--- config.mk ---
export PLATFORM = sky130hd
export DESIGN_NAME = boreal_sha_arbiter
export DESIGN_NICKNAME = d
export VERILOG_FILES = /design/src/rtl/boreal_sha_arbiter.sv
export SDC_FILE = /design/constraint.sdc
export NUM_CORES = 1
export LEC_CHECK = 0
export CAP_MARGIN = 15
export CELL_PAD_IN_SITES_DETAIL_PLACEMENT = 1
export CELL_PAD_IN_SITES_GLOBAL_PLACEMENT = 2
export CORE_ASPECT_RATIO = 0.75
export CORE_MARGIN = 5
export CORE_UTILIZATION = 10
export CTS_CLUSTER_SIZE = 10
export DETAILED_ROUTE_END_ITERATION = 10
export PLACE_DENSITY = 0.73
export REMOVE_ABC_BUFFERS = 1
export SYNTH_ARGS = -nofsm -noshare
export SYNTH_HDL_FRONTEND = slang
export SYNTH_SLANG_ARGS = --single-unit
export TNS_END_PERCENT = 100
--- constraint.sdc ---
create_clock -name clk -period 1.6 [get_ports clk]
set_clock_uncertainty 0.05 [all_clocks]
set_input_delay 0.16 -clock clk [delete_from_list [all_inputs] [get_ports clk]]
set_output_delay 0.16 -clock clk [all_outputs]
set_load 0.02 [all_outputs]
--- src/rtl/boreal_sha_arbiter.sv ---
// Round-robin session arbiter sharing one SHA-256 engine; port 0 is the boot port.
// Optional idle-ownership watchdog: define SHA_ARB_WDT_EN.
module boreal_sha_arbiter #(
  parameter int NREQ       = 4,
  parameter int ID_W       = 2,
  parameter int WDT_CYCLES = 4096
) (
  input  logic              clk,
  input  logic              rst_n,
  input  logic              boot_lock,
  input  logic [NREQ-1:0]   req,
  input  logic [NREQ-1:0]   req_start,
  input  logic [NREQ-1:0]   req_update,
  input  logic [32*NREQ-1:0] req_data,
  output logic [NREQ-1:0]   gnt,
  output logic [NREQ-1:0]   req_ready,
  output logic [31:0]       req_hash,
  output logic              sha_start,
  output logic              sha_update,
  output logic [31:0]       sha_data,
  input  logic [31:0]       sha_hash,
  input  logic              sha_ready,
  output logic              busy,
  output logic [ID_W-1:0]   owner_id,
  output logic              timeout_evt
);

  localparam logic [1:0] S_IDLE  = 2'd0;
  localparam logic [1:0] S_BUSY  = 2'd1;
  localparam logic [1:0] S_DRAIN = 2'd2;

  logic [1:0]      state;
  logic [NREQ-1:0] revoked;
  logic [NREQ-1:0] elig;
  logic            pick_ok;
  logic [ID_W-1:0] pick_idx;
  logic [31:0]     data_arr [NREQ];
  logic            in_busy;
  logic            own_req;
  logic            own_start;
  logic            own_update;
  logic            wdt_fire;

  for (genvar g = 0; g < NREQ; g++) begin : g_data
    assign data_arr[g] = req_data[32*g +: 32];
  end

  assign in_busy    = (state == S_BUSY);
  assign own_req    = req[owner_id];
  assign own_start  = req_start[owner_id];
  assign own_update = req_update[owner_id];

  always_comb begin
    elig = req & ~revoked;
    if (boot_lock)
      elig = elig & NREQ'(1);
  end

  // Search starts just past the last owner so every port gets its turn.
  always_comb begin
    int j;
    logic [ID_W-1:0] cand;
    pick_ok  = 1'b0;
    pick_idx = owner_id;
    j        = 0;
    cand     = '0;
    for (int k = 1; k <= NREQ; k++) begin
      j = int'(owner_id) + k;
      if (j >= NREQ)
        j = j - NREQ;
      cand = ID_W'(j);
      if (!pick_ok && elig[cand]) begin
        pick_ok  = 1'b1;
        pick_idx = cand;
      end
    end
  end

  always_ff @(posedge clk or negedge rst_n) begin
    if (!rst_n) begin
      state    <= S_IDLE;
      gnt      <= '0;
      owner_id <= ID_W'(NREQ-1);
    end else begin
      case (state)
        S_IDLE: begin
          if (pick_ok) begin
            gnt      <= NREQ'(1) << pick_idx;
            owner_id <= pick_idx;
            state    <= S_BUSY;
          end
        end
        S_BUSY: begin
          if (!own_req || wdt_fire) begin
            gnt   <= '0;
            state <= S_DRAIN;
          end
        end
        S_DRAIN: begin
          if (sha_ready)
            state <= S_IDLE;
        end
        default: state <= S_IDLE;
      endcase
    end
  end

`ifdef SHA_ARB_WDT_EN
  localparam int CW = (WDT_CYCLES > 2) ? $clog2(WDT_CYCLES) : 1;

  logic [CW-1:0] wdt_cnt;
  logic          wdt_idle;

  assign wdt_idle = in_busy & ~own_start & ~own_update & sha_ready;
  assign wdt_fire = wdt_idle & own_req & (wdt_cnt == CW'(WDT_CYCLES-1));

  always_ff @(posedge clk or negedge rst_n) begin
    if (!rst_n) begin
      wdt_cnt     <= '0;
      revoked     <= '0;
      timeout_evt <= 1'b0;
    end else begin
      if (!in_busy || own_start || own_update)
        wdt_cnt <= '0;
      else if (sha_ready)
        wdt_cnt <= wdt_cnt + CW'(1);
      revoked     <= (revoked & req)
                   | (wdt_fire ? NREQ'(1) << owner_id : '0);
      timeout_evt <= wdt_fire;
    end
  end
`else
  logic unused_wdt;
  assign unused_wdt  = ^WDT_CYCLES;
  assign wdt_fire    = 1'b0;
  assign revoked     = '0;
  assign timeout_evt = 1'b0;
`endif

  assign sha_start  = in_busy & own_start;
  assign sha_update = in_busy & own_update;
  assign sha_data   = in_busy ? data_arr[owner_id] : 32'h0;
  assign req_ready  = gnt & {NREQ{sha_ready}};
  assign req_hash   = (|gnt) ? sha_hash : 32'h0;
  assign busy       = (state != S_IDLE);

endmodule

==> results.toml <==
[synth]
synth-edff-count = 0
yosys_warnings = 0
synth_top_family_by_area = "multiplexers"
ys_ff_latch = 8
synth_commonest_cells = "nor2b_1, mux4_2, clkbuf_1"
synth-seq-area-share = 0.111
synth-async-reset-ratio = 1.00
yosys.area.top_type = "mux4_2"
synth_area_sq_um = 1820
synth_compound_area_frac = 0.0790
ys.flop_type = "dfrtp_1"
yosysMostFrequentCell = "nor2b_1"
synthCells = 171
yosys-mux-area-fraction = 0.433
syn_area_per_cell_sq_um = 10.6
ys_types = 33
synth-xor-area-share = 0
synth-simple-area-share = 0.304
synth_top_area_share = 0.433
synthAdderAreaFrac = 0
synthTopCellsByArea = "mux4_2, nor2b_1, dfrtp_1"

[final_layout]
area.sequential_sq_um = 203
multi_input_area_sq_um = 1730
nets = 647
antennaDiodeCount = 0
fillers = 2033
area_growth_pct = 196
layout-drive-gt1-share = 0.436
utilization = 0.303

[global_routing]
grt_pass1_vias = 3071
antenna_found_initial = 0
grt-ovfl-total = 0
grt_use_total = 0.114
grt_start_max_net_pins = 35
grt_pass1_wl_um = 18800

[detailed_routing]
totalWireLength_um = 13000
detail_route.wl_per_cell_um = 18.2
drc_errors = 0
top_layer_used = "met4"
firstDrtPassIters = 4
vias = 2706
viasPerCell = 3.80
drt_iter0_drc = 53
wirelength_met1_um = 5090
ant_nets = 0
wl_met2_um = 7150
wl_met3_um = 551

[sta]
fin_crit_ns = 2.12
holdWs_ns = 0.171
rsz0062_at_grt = "true"
max_freq_mhz = 472
setup_ws_ns = -0.517
setup_viol = 74
hold_viol_final = 0
finalCritPeriodShare = 1.32
slew_violations = 0

[hold_path]
worst_hold_path_type = "in -> async"

[critical_path]
worstPathRequired_ns = 1.39
worst_setup_path_start_kind = "register"
worst_ep_arrival_time_ns = 1.91
cp_cell_sequence = "buf_6 -> buf_12 -> mux4_2 -> nor2b_2 -> buf_6"
endpoint_kind = "output pin"
worstPathMaxFanout = 6
path_delay_family = "flip-flops"
cp_common_cell = "buf_6"
crit_slowest_cell = "dfstp_2"
criticalPathCategory = "reg -> out"
max_stage_delay_ns = 0.60
crit_buf_inv = 3

[die]
die_x_um = 166
ios = 254
placementRows = 42
die_area_sq_um = 21000
coreArea_sq_um = 17800
initial_core_util = 0.102
die_h_um = 127

[power]
p_per_area_nw_per_um2 = 1860
p_seq_frac = 0.042
clock_power_share = 0.043
power_switching_share = 0.433
p_switching_mw = 4.34
internal_power_mw = 5.68
irDropWorstVdd_uv = 795
p_leak_nw = 2.29
total_power_mw = 10.0
p_comb_frac = 0.915

[clocking]
path_clk_slew_ns = 0.04
cts_tree = "built"
numCtsBuffers = 3
cts_hold_buf = 0
clock-sinks = 8
cts-root-buf = "clkbuf_16"
h-tree-depth = 1
clockBufferDepth = 2
worstSkewPairLatency_ns = 0.23

[place]
dp_slack_ns = -0.676
port_buffers = 252
dp_hpwl_um = 10400
place_congestion = 0.854

[outcome]
violations = "negative setup slack"
outcome = "finished, violations left"

[run]
cap_violations = 0
## layout make-up
cell class	count	share of cell area
Timing Repair Buffer	312	0.568
Multi-Input combinational cell	143	0.321
Tap cell	242	0.0563
Sequential cell	8	0.0377
Clock buffer	4	0.0146
Inverter	3	0.00209
## stage by stage
| step | setup TNS [ns] | cell area, sq um | std cells |
|---|---|---|---|
| 2_1_floorplan | -57.63 | 1700 | 154 |
| 3_3_place_gp | -28.37 | 4810 | 677 |
| 3_5_place_dp | -30.18 | 4810 | 677 |
| 4_1_cts | -24.53 | 4950 | 701 |
| 5_1_grt | -29.80 | 5380 | 712 |
| 6_report | -25.11 | 5380 | 712 |
## per-layer routing
layer | global-route usage | vias to the layer above
li1 | - | 1243
met1 | 0.129 | 1342
met2 | 0.224 | 109
met3 | 0.0174 | 12
met4 | 0.0262 | 0
met5 | 0 | -
## state kept, by name, indices dropped and copies added, names as in the netlist
signal / count
gnt: 4
owner_id: 2
state: 2
## worst register-to-register path, stage by stage, from the launching register on
cell,delay [ns]
dfstp_2,0.60
buf_6,0.14
buf_8,0.11
mux4_2,0.52
nor2_2,0.13
a21oi_2,0.07
a32o_1,0.23
## timing repair
action | 4_1_cts | 5_1_grt
setup endpoints to repair | 81 | 81
pin swaps | 2 | 1
buffers inserted | 17 | 14
gates resized for setup | 326 | 108
gates cloned | 3 | 1
## cell usage in the layout (no fill, tap or decap), types with 2 or more instances in the layout
| master | Yosys | layout |
|---|---|---|
| nand2b_1 | 2 | 2 |
| buf_6 | 2 | 43 |
| and2_1 | 4 | 4 |
| a21oi_1 | 6 | 2 |
| nor2b_4 | 0 | 22 |
| nor2b_2 | 0 | 4 |
| mux4_2 | 35 | 35 |
| nand3b_1 | 2 | 2 |
| nor4_4 | 0 | 2 |
| nor2b_1 | 68 | 42 |
| buf_4 | 1 | 52 |
| dlymetal6s2s_1 | 0 | 4 |
| dfstp_2 | 2 | 2 |
| inv_1 | 3 | 3 |
| buf_8 | 1 | 4 |
| buf_2 | 5 | 20 |
| buf_12 | 1 | 6 |
| a32o_1 | 4 | 4 |
| dlygate4sd2_1 | 0 | 4 |
| nor2_1 | 4 | 4 |
| clkdlybuf4s50_1 | 0 | 175 |
| clkbuf_16 | 0 | 5 |
| a21oi_2 | 0 | 3 |
| dfrtp_1 | 6 | 6 |
| a21o_1 | 2 | 2 |
## cell families after synthesis
family,Yosys count
compound gates,20
mux,35
buf+inv,20
simple gates,87
other cells,1
flops,8
## power by group through the flow
stage               registers [mW]  clock network [mW]  logic, mW
floorplan                    0.815                   0       2.99
global placement             0.423                   0       6.96
detailed placement           0.431                   0       7.07
CTS                          0.414               0.444       7.84
global route                 0.438               0.455       9.71
finish                       0.421               0.433       9.16
## path summary, 6_finish.rpt
path | start | end | slack (ns) | cells after the start
hold reg to reg | state[1]$_DFFE_PN0P_ | state[1]$_DFFE_PN0P_ | 0.50 | 2
setup / recovery | owner_id[0]$_DFFE_PN1P_ | sha_data[16] | -0.52 | 5
max in group asynchronous | rst_n | owner_id[0]$_DFFE_PN1P_ | 1.01 | 1
hold / removal | rst_n | gnt[0]$_DFFE_PN0P_ | 0.17 | 1
setup reg to reg | owner_id[0]$_DFFE_PN1P_ | gnt[1]$_DFFE_PN0P_ | -0.37 | 6
min in group clk | state[1]$_DFFE_PN0P_ | state[1]$_DFFE_PN0P_ | 0.50 | 2
Power figures use the tool's default switching activity.
